--- src/rtl/serial_sub.sv ---
// Bit-serial subtractor: computes (a - b) mod 2^WIDTH one bit per clock, LSB first.
// Optional signed-overflow output is enabled by defining SERIAL_SUB_OVF_EN.
//
// state | meaning
// IDLE  | waiting for start; diff/borrow_out hold the last result
// SHIFT | processing one operand bit per clock (busy=1)
// DONE  | one-cycle result-valid pulse; start here begins the next operation
module serial_sub #(
   parameter int WIDTH = 8
) (
   input  logic             clk,
   input  logic             rst,
   input  logic             start,
   input  logic [WIDTH-1:0] a,
   input  logic [WIDTH-1:0] b,
   output logic             busy,
   output logic             done,
   output logic [WIDTH-1:0] diff,
   output logic             borrow_out
`ifdef SERIAL_SUB_OVF_EN
   ,
   output logic             ovf
`endif
);

   localparam int CW = (WIDTH > 1) ? $clog2(WIDTH) : 1;

   typedef enum logic [1:0] {
      IDLE  = 2'd0,
      SHIFT = 2'd1,
      DONE  = 2'd2
   } state_t;

   state_t           state;
   state_t           state_nxt;
   logic [WIDTH-1:0] a_reg;
   logic [WIDTH-1:0] b_reg;
   logic             br;
   logic [CW-1:0]    cnt;
   logic             a_bit;
   logic             b_bit;
   logic             d_bit;
   logic             br_nxt;
   logic             last_bit;
   logic             accept;

   assign a_bit    = a_reg[cnt];
   assign b_bit    = b_reg[cnt];
   assign d_bit    = a_bit ^ b_bit ^ br;
   assign br_nxt   = (~a_bit & b_bit) | (~(a_bit ^ b_bit) & br);
   assign last_bit = (cnt == CW'(WIDTH - 1));
   // start is only honoured outside SHIFT, so an in-flight operation is never disturbed
   assign accept   = start && (state != SHIFT);

   always_ff @(posedge clk or posedge rst) begin
      if (rst) begin
         state <= IDLE;
      end else begin
         state <= state_nxt;
      end
   end

   always_comb begin
      state_nxt = state;
      busy      = 1'b0;
      done      = 1'b0;
      case (state)
         IDLE: begin
            if (start) state_nxt = SHIFT;
         end
         SHIFT: begin
            busy = 1'b1;
            if (last_bit) state_nxt = DONE;
         end
         DONE: begin
            done      = 1'b1;
            state_nxt = start ? SHIFT : IDLE;
         end
         default: state_nxt = IDLE;
      endcase
   end

   always_ff @(posedge clk or posedge rst) begin
      if (rst) begin
         a_reg      <= '0;
         b_reg      <= '0;
         br         <= 1'b0;
         cnt        <= '0;
         diff       <= '0;
         borrow_out <= 1'b0;
`ifdef SERIAL_SUB_OVF_EN
         ovf        <= 1'b0;
`endif
      end else if (accept) begin
         a_reg <= a;
         b_reg <= b;
         br    <= 1'b0;
         cnt   <= '0;
      end else if (state == SHIFT) begin
         br   <= br_nxt;
         cnt  <= cnt + CW'(1);
         // result enters at the MSB so it lands in natural order after WIDTH shifts
         diff <= {d_bit, diff[WIDTH-1:1]};
         if (last_bit) begin
            borrow_out <= br_nxt;
`ifdef SERIAL_SUB_OVF_EN
            ovf        <= (a_reg[WIDTH-1] != b_reg[WIDTH-1]) && (d_bit != a_reg[WIDTH-1]);
`endif
         end
      end
   end

endmodule

--- config.mk ---
export PLATFORM = sky130hd
export DESIGN_NAME = serial_sub
export DESIGN_NICKNAME = d
export VERILOG_FILES = /design/src/rtl/serial_sub.sv
export SDC_FILE = /design/constraint.sdc
export NUM_CORES = 1
export LEC_CHECK = 0
export ABC_AREA = 1
export CAP_MARGIN = 30
export CELL_PAD_IN_SITES_DETAIL_PLACEMENT = 1
export CELL_PAD_IN_SITES_GLOBAL_PLACEMENT = 1
export CORE_MARGIN = 4
export CORE_UTILIZATION = 36
export DETAILED_ROUTE_END_ITERATION = 8
export PLACE_DENSITY_LB_ADDON = 0.1
export SLEW_MARGIN = 30
export SYNTH_ARGS = -nofsm -noshare
export SYNTH_HDL_FRONTEND = slang
export SYNTH_SLANG_ARGS = --single-unit
--- constraint.sdc ---
create_clock -name clk -period 2.2 [get_ports clk]
set_clock_uncertainty 0.05 [all_clocks]
set_input_delay 0.44 -clock clk [delete_from_list [all_inputs] [get_ports clk]]
set_output_delay 0.44 -clock clk [all_outputs]
set_load 0.005 [all_outputs]
== Word level (Yosys, flattened, before mapping) ==
Cells that the tools add are included.
Widths: inputs -> output; s select.

* Flip-flop bits (word level): 31
* Output and inout port bits: 11

* Add/subtract/negate cells: 1
* Magnitude comparators: 1
* Equal/unequal tests: 6
* Mux-type cells: 14
* Bitwise logic cells: 8
* Reduce and logical (&&, ||, !) cells: 6

{| class="wikitable"
|+ Operator list
! cell !! number
|-
| $mux 1 || 7
|-
| $bmux 1 s3 || 2
|-
| $mux 3 || 2
|-
| $pmux 2 s3 || 1
|-
| $lt 3x4->1 const B || 1
|-
| $mux 2 || 2
|-
| $ne 2x2->1 const B || 2
|-
| $reduce_and 2->1 || 2
|-
| $add 3x1->3 const B || 1
|-
| $eq 3x3->1 const B || 1
|-
| $not 1->1 || 3
|-
| $reduce_and 3->1 || 1
|-
| $and 1x1->1 || 2
|-
| $eq 2x1->1 const B || 1
|-
| $eq 2x2->1 const B || 1
|-
| $logic_not 2->1 || 1
|-
| $ne 2x1->1 const B || 1
|-
| $reduce_bool 2->1 || 1
|-
| $xor 1x1->1 || 2
|-
| $logic_and 1x1->1 || 1
|-
| $or 1x1->1 || 1
|}

== Longest topological paths before layout ==
* Word-level depth: 8
* Depth in mapped cells: 10

== Least setup slack after synthesis ==
Ideal clock, no wire load.

* Path type: flip-flop to flip-flop
* Start: register cnt[0]
* End: register diff[7]
* Library setup time: 0.126 ns
* Arrival time: 1.447 ns
* Data required time: 2.024 ns
* Setup slack: 0.577 ns
* Stages on the path, launching flop included: 11
* Path buffers: 1
* Clock period less this slack: 1.623 ns
* Path through: dfrtp_1 > buf_4 > inv_2 > nand2_1 > nand3_1 > nand2_1 > nand2_1 > nand2_1 > fa_1 > nand2_1 > o21ai_0

* Longest elaborated chain between the ends: 4

{| class="wikitable"
|+ Ends and longest elaborated chain
! element !! RTL line !! RTL
|-
| start, declared || 39 || <nowiki>logic [CW-1:0] cnt;</nowiki>
|-
| start signal, assigned || 101 || <nowiki>cnt <= cnt + CW'(1);</nowiki>
|-
| $bmux 1 s3 (on tied branches) || 47, 48 ||
|-
| $mux 1 (on tied branches) || 47, 48 ||
|-
| $xor 1x1->1 * (2 in series) || 49 || <nowiki>assign d_bit = a_bit ^ b_bit ^ br;</nowiki>
|-
| via d_bit || 42 || <nowiki>logic d_bit;</nowiki>
|-
| end signal, assigned || 103 || <nowiki>diff <= {d_bit, diff[WIDTH-1:1]};</nowiki>
|-
| end, declared || 18 || <nowiki>output logic [WIDTH-1:0] diff,</nowiki>
|}

The timed path passes the listed nets; every way through them passes the cells marked *. The select of a mux whose other input is x is not followed.
A chain may end at the register's enable or synchronous reset.

== Worst setup path in the final report ==
* Start: register state[1]
* End: output port busy

* Longest elaborated chain between the ends: 2

{| class="wikitable"
|+ Ends and longest elaborated chain
! element !! RTL line !! RTL
|-
| start, declared || 34 || <nowiki>state_t state;</nowiki>
|-
| start signal, assigned || 59 || <nowiki>state <= state_nxt;</nowiki>
|-
| $eq 2x1->1 || 67 || <nowiki>case (state)</nowiki>
|-
| $mux 1 || 67 ||
|-
| end, declared || 16 || <nowiki>output logic busy,</nowiki>
|}

No other way between the ends.

==> results.sh <==
export IMPL_cts_sinks=31
export IMPL_grt_pass1_vias=1264
export IMPL_port_buffers=29
export IMPL_drc=0
export IMPL_synth_warnings=0
export IMPL_drive_gt1_share_pct=6.50
export IMPL_timing_final_ws_setup_ps=208
export IMPL_ctsHoldBuffers=0
export IMPL_clkSlewWorstSetupHoldPaths_ps=70
export IMPL_core_mm2=0.00372
export IMPL_routabilityCongestion=0.789
export IMPL_cts_root_buffer="clkbuf_8"
export IMPL_viasPerCell=4.69
export IMPL_yosysSeqAreaShare_pct=55.4
export IMPL_area_delta_synth_final_pct=28.8
export IMPL_min_period_ps=1990
export IMPL_p_per_area_mw_per_mm2=1390
export IMPL_cts_path_max_buffers=2
export IMPL_cp_max_fo=13
export IMPL_synth_top_area_share_pct=55.4
export IMPL_overflow=0
export IMPL_num_antenna_cells=0
export IMPL_synth_area_per_cell_um2=8.33
export IMPL_syn_inst=168
export IMPL_rows=22
export IMPL_irDropWorstVdd_mv=0.541
export IMPL_syn_nets=190
export IMPL_status="finished clean"
export IMPL_static_leakage_power_uw=0.000921
export IMPL_worst_ep_arrival_time_ps=1500
export IMPL_final_hold_violation_count=0
export IMPL_syn_area_mm2=0.00140
export IMPL_grt_pass1_wl_mm=5.70
export IMPL_num_vias=1163
export IMPL_wirelength_mm=3.08
export IMPL_design_area_mm2=0.00180
export IMPL_cap_viol_max_count=0
export IMPL_fmax_mhz=502
export IMPL_die_area_mm2=0.00495
export IMPL_insertion_delay_ps=280
export IMPL_slew_headroom_pct=65.3
export IMPL_dp_slack_ps=337
export IMPL_worst_pin_slew_ps=518
export IMPL_critical_path_class="flop to output pin"
export IMPL_grtUsageTotal_pct=14.7
export IMPL_cp_data_required_time_ps=1710
export IMPL_drt_initial_drc_count=36
export IMPL_ant_nets=0
export IMPL_crit_path_end_kind="output pin"
export IMPL_pin_count=30
export IMPL_ys_types=16
export IMPL_fin_util_pct=48.5
export IMPL_hold_ws_ps=433
export IMPL_nets=222
export IMPL_die_x_um=70.4
export IMPL_grt_setup_unrepaired="false"
export IMPL_drtPass1Iterations=4
export IMPL_setup_tns_ps=0
export IMPL_cts_max_level=2
export IMPL_cts_resized=0
export IMPL_dieHeight_um=70.4
export IMPL_post_cts_buffers=0
export IMPL_yosysTopAreaCell="dfrtp_1"
export IMPL_r2r_worst_path_cells=9
export IMPL_cts_tree="yes"
export IMPL_numCtsBuffers=5
export IMPL_placed_area_mm2=0.00172
export IMPL_crit_path_start_kind="flop"
export IMPL_maxSlewViolCount=0
export IMPL_grt_start_max_net_pins=32
export IMPL_yosys_top_cells_area="dfrtp_1, nand2_1, inv_1"
export IMPL_holdPathStages=2
export IMPL_synth_seq_cells=31
export IMPL_wl_per_cell_um=12.4
export IMPL_dp_hpwl_mm=2.20
export IMPL_setup_viol=0
export IMPL_initial_utilization_pct=37.7
export IMPL_hp_class="flop to flop"
export IMPL_antenna_found_initial=0
export IMPL_fin_crit_sh_pct=90.5
-- Yosys cell counts --
cell type  instances
nand2_1           50
fa_1               1
nand2_2            2
buf_2              1
inv_2              2
inv_1             23
ha_1               2
o21ai_1            1
nor2_1            18
buf_6              2
buf_4              3
nand3_1           10
o22ai_1            2
dfrtp_1           31
a21oi_1           15
o21ai_0            5
-- cell usage in the layout (no fill, tap or decap), drive strengths merged --
cell type      Yosys  routed
fa                 1       1
nor2              18      18
o21ai              6       6
o22ai              2       2
inv               25      25
dfrtp             31      31
clkdlybuf4s50      0      29
ha                 2       2
clkbuf             0       6
clkinv             0       1
a21oi             15      15
buf                6       2
nand2             52      52
nand3             10      10
-- report_power, final --
| part | leakage (uW) | internal (uW) | switching (uW) |
|---|---|---|---|
| logic | 0.000513 | 472 | 579 |
| registers | 0.000361 | 837 | 162 |
| clock network | 0.0000470 | 245 | 205 |
| total | 0.000921 | 1550 | 947 |
-- final timing paths --
check / endpoint / from / slack, ps
min in group asynchronous: borrow_out / rst / 490
min reg2reg: b_reg[4] / b_reg[4] / 430
min: b_reg[4] / b_reg[4] / 430
max in group asynchronous: a_reg[4] / rst / 1300
max reg2reg: diff[7] / cnt[0] / 360
max: busy / state[1] / 210
-- layer usage --
layer	routed length (um)	vias to the layer above	global-route usage, %	part of all wire (%)
li1	-	574	-	-
met4	62	0	5.74	2.0
met1	1380	561	17.9	45
met2	1480	22	23.4	48
met3	151	6	5.47	4.9
met5	0	-	0	0
-- through the flow --
stage          instances  total power, uW
3_3_place_gp         241             2040
5_1_grt              248             2790
4_1_cts              248             2560
3_5_place_dp         241             2090
2_1_floorplan        168             1700
6_report             248             2500
-- cell families (layout without fill, tap and decap cells) --
| kind of cell | Yosys count | in the layout | share of synthesized area [%] |
|---|---|---|---|
| AOI/OAI and AO/OA | 23 | 23 | 8.40 |
| adders and majority gates | 3 | 3 | 3.22 |
| buffers and inverters | 31 | 63 | 10.3 |
| DFF | 31 | 31 | 55.4 |
| and+or+nand+nor | 80 | 80 | 22.7 |
-- cell type report --
class                      count  area [um2]
fill                         468        1910
sequential                    31         776
multi-input combinational    106         480
timing repair buffer          31         305
inverter                      25        93.8
clock buffer                   6        82.6
tap                           48        60.1
clock inverter                 1        5.00
-- worst max-delay path, stage by stage (launching register included) --
cell,delay (ps)
dfrtp_1,360
inv_1,70
nand2_2,60
inv_2,180
clkdlybuf4s50_1,550
No activity file was read; power rests on OpenSTA's default activity.
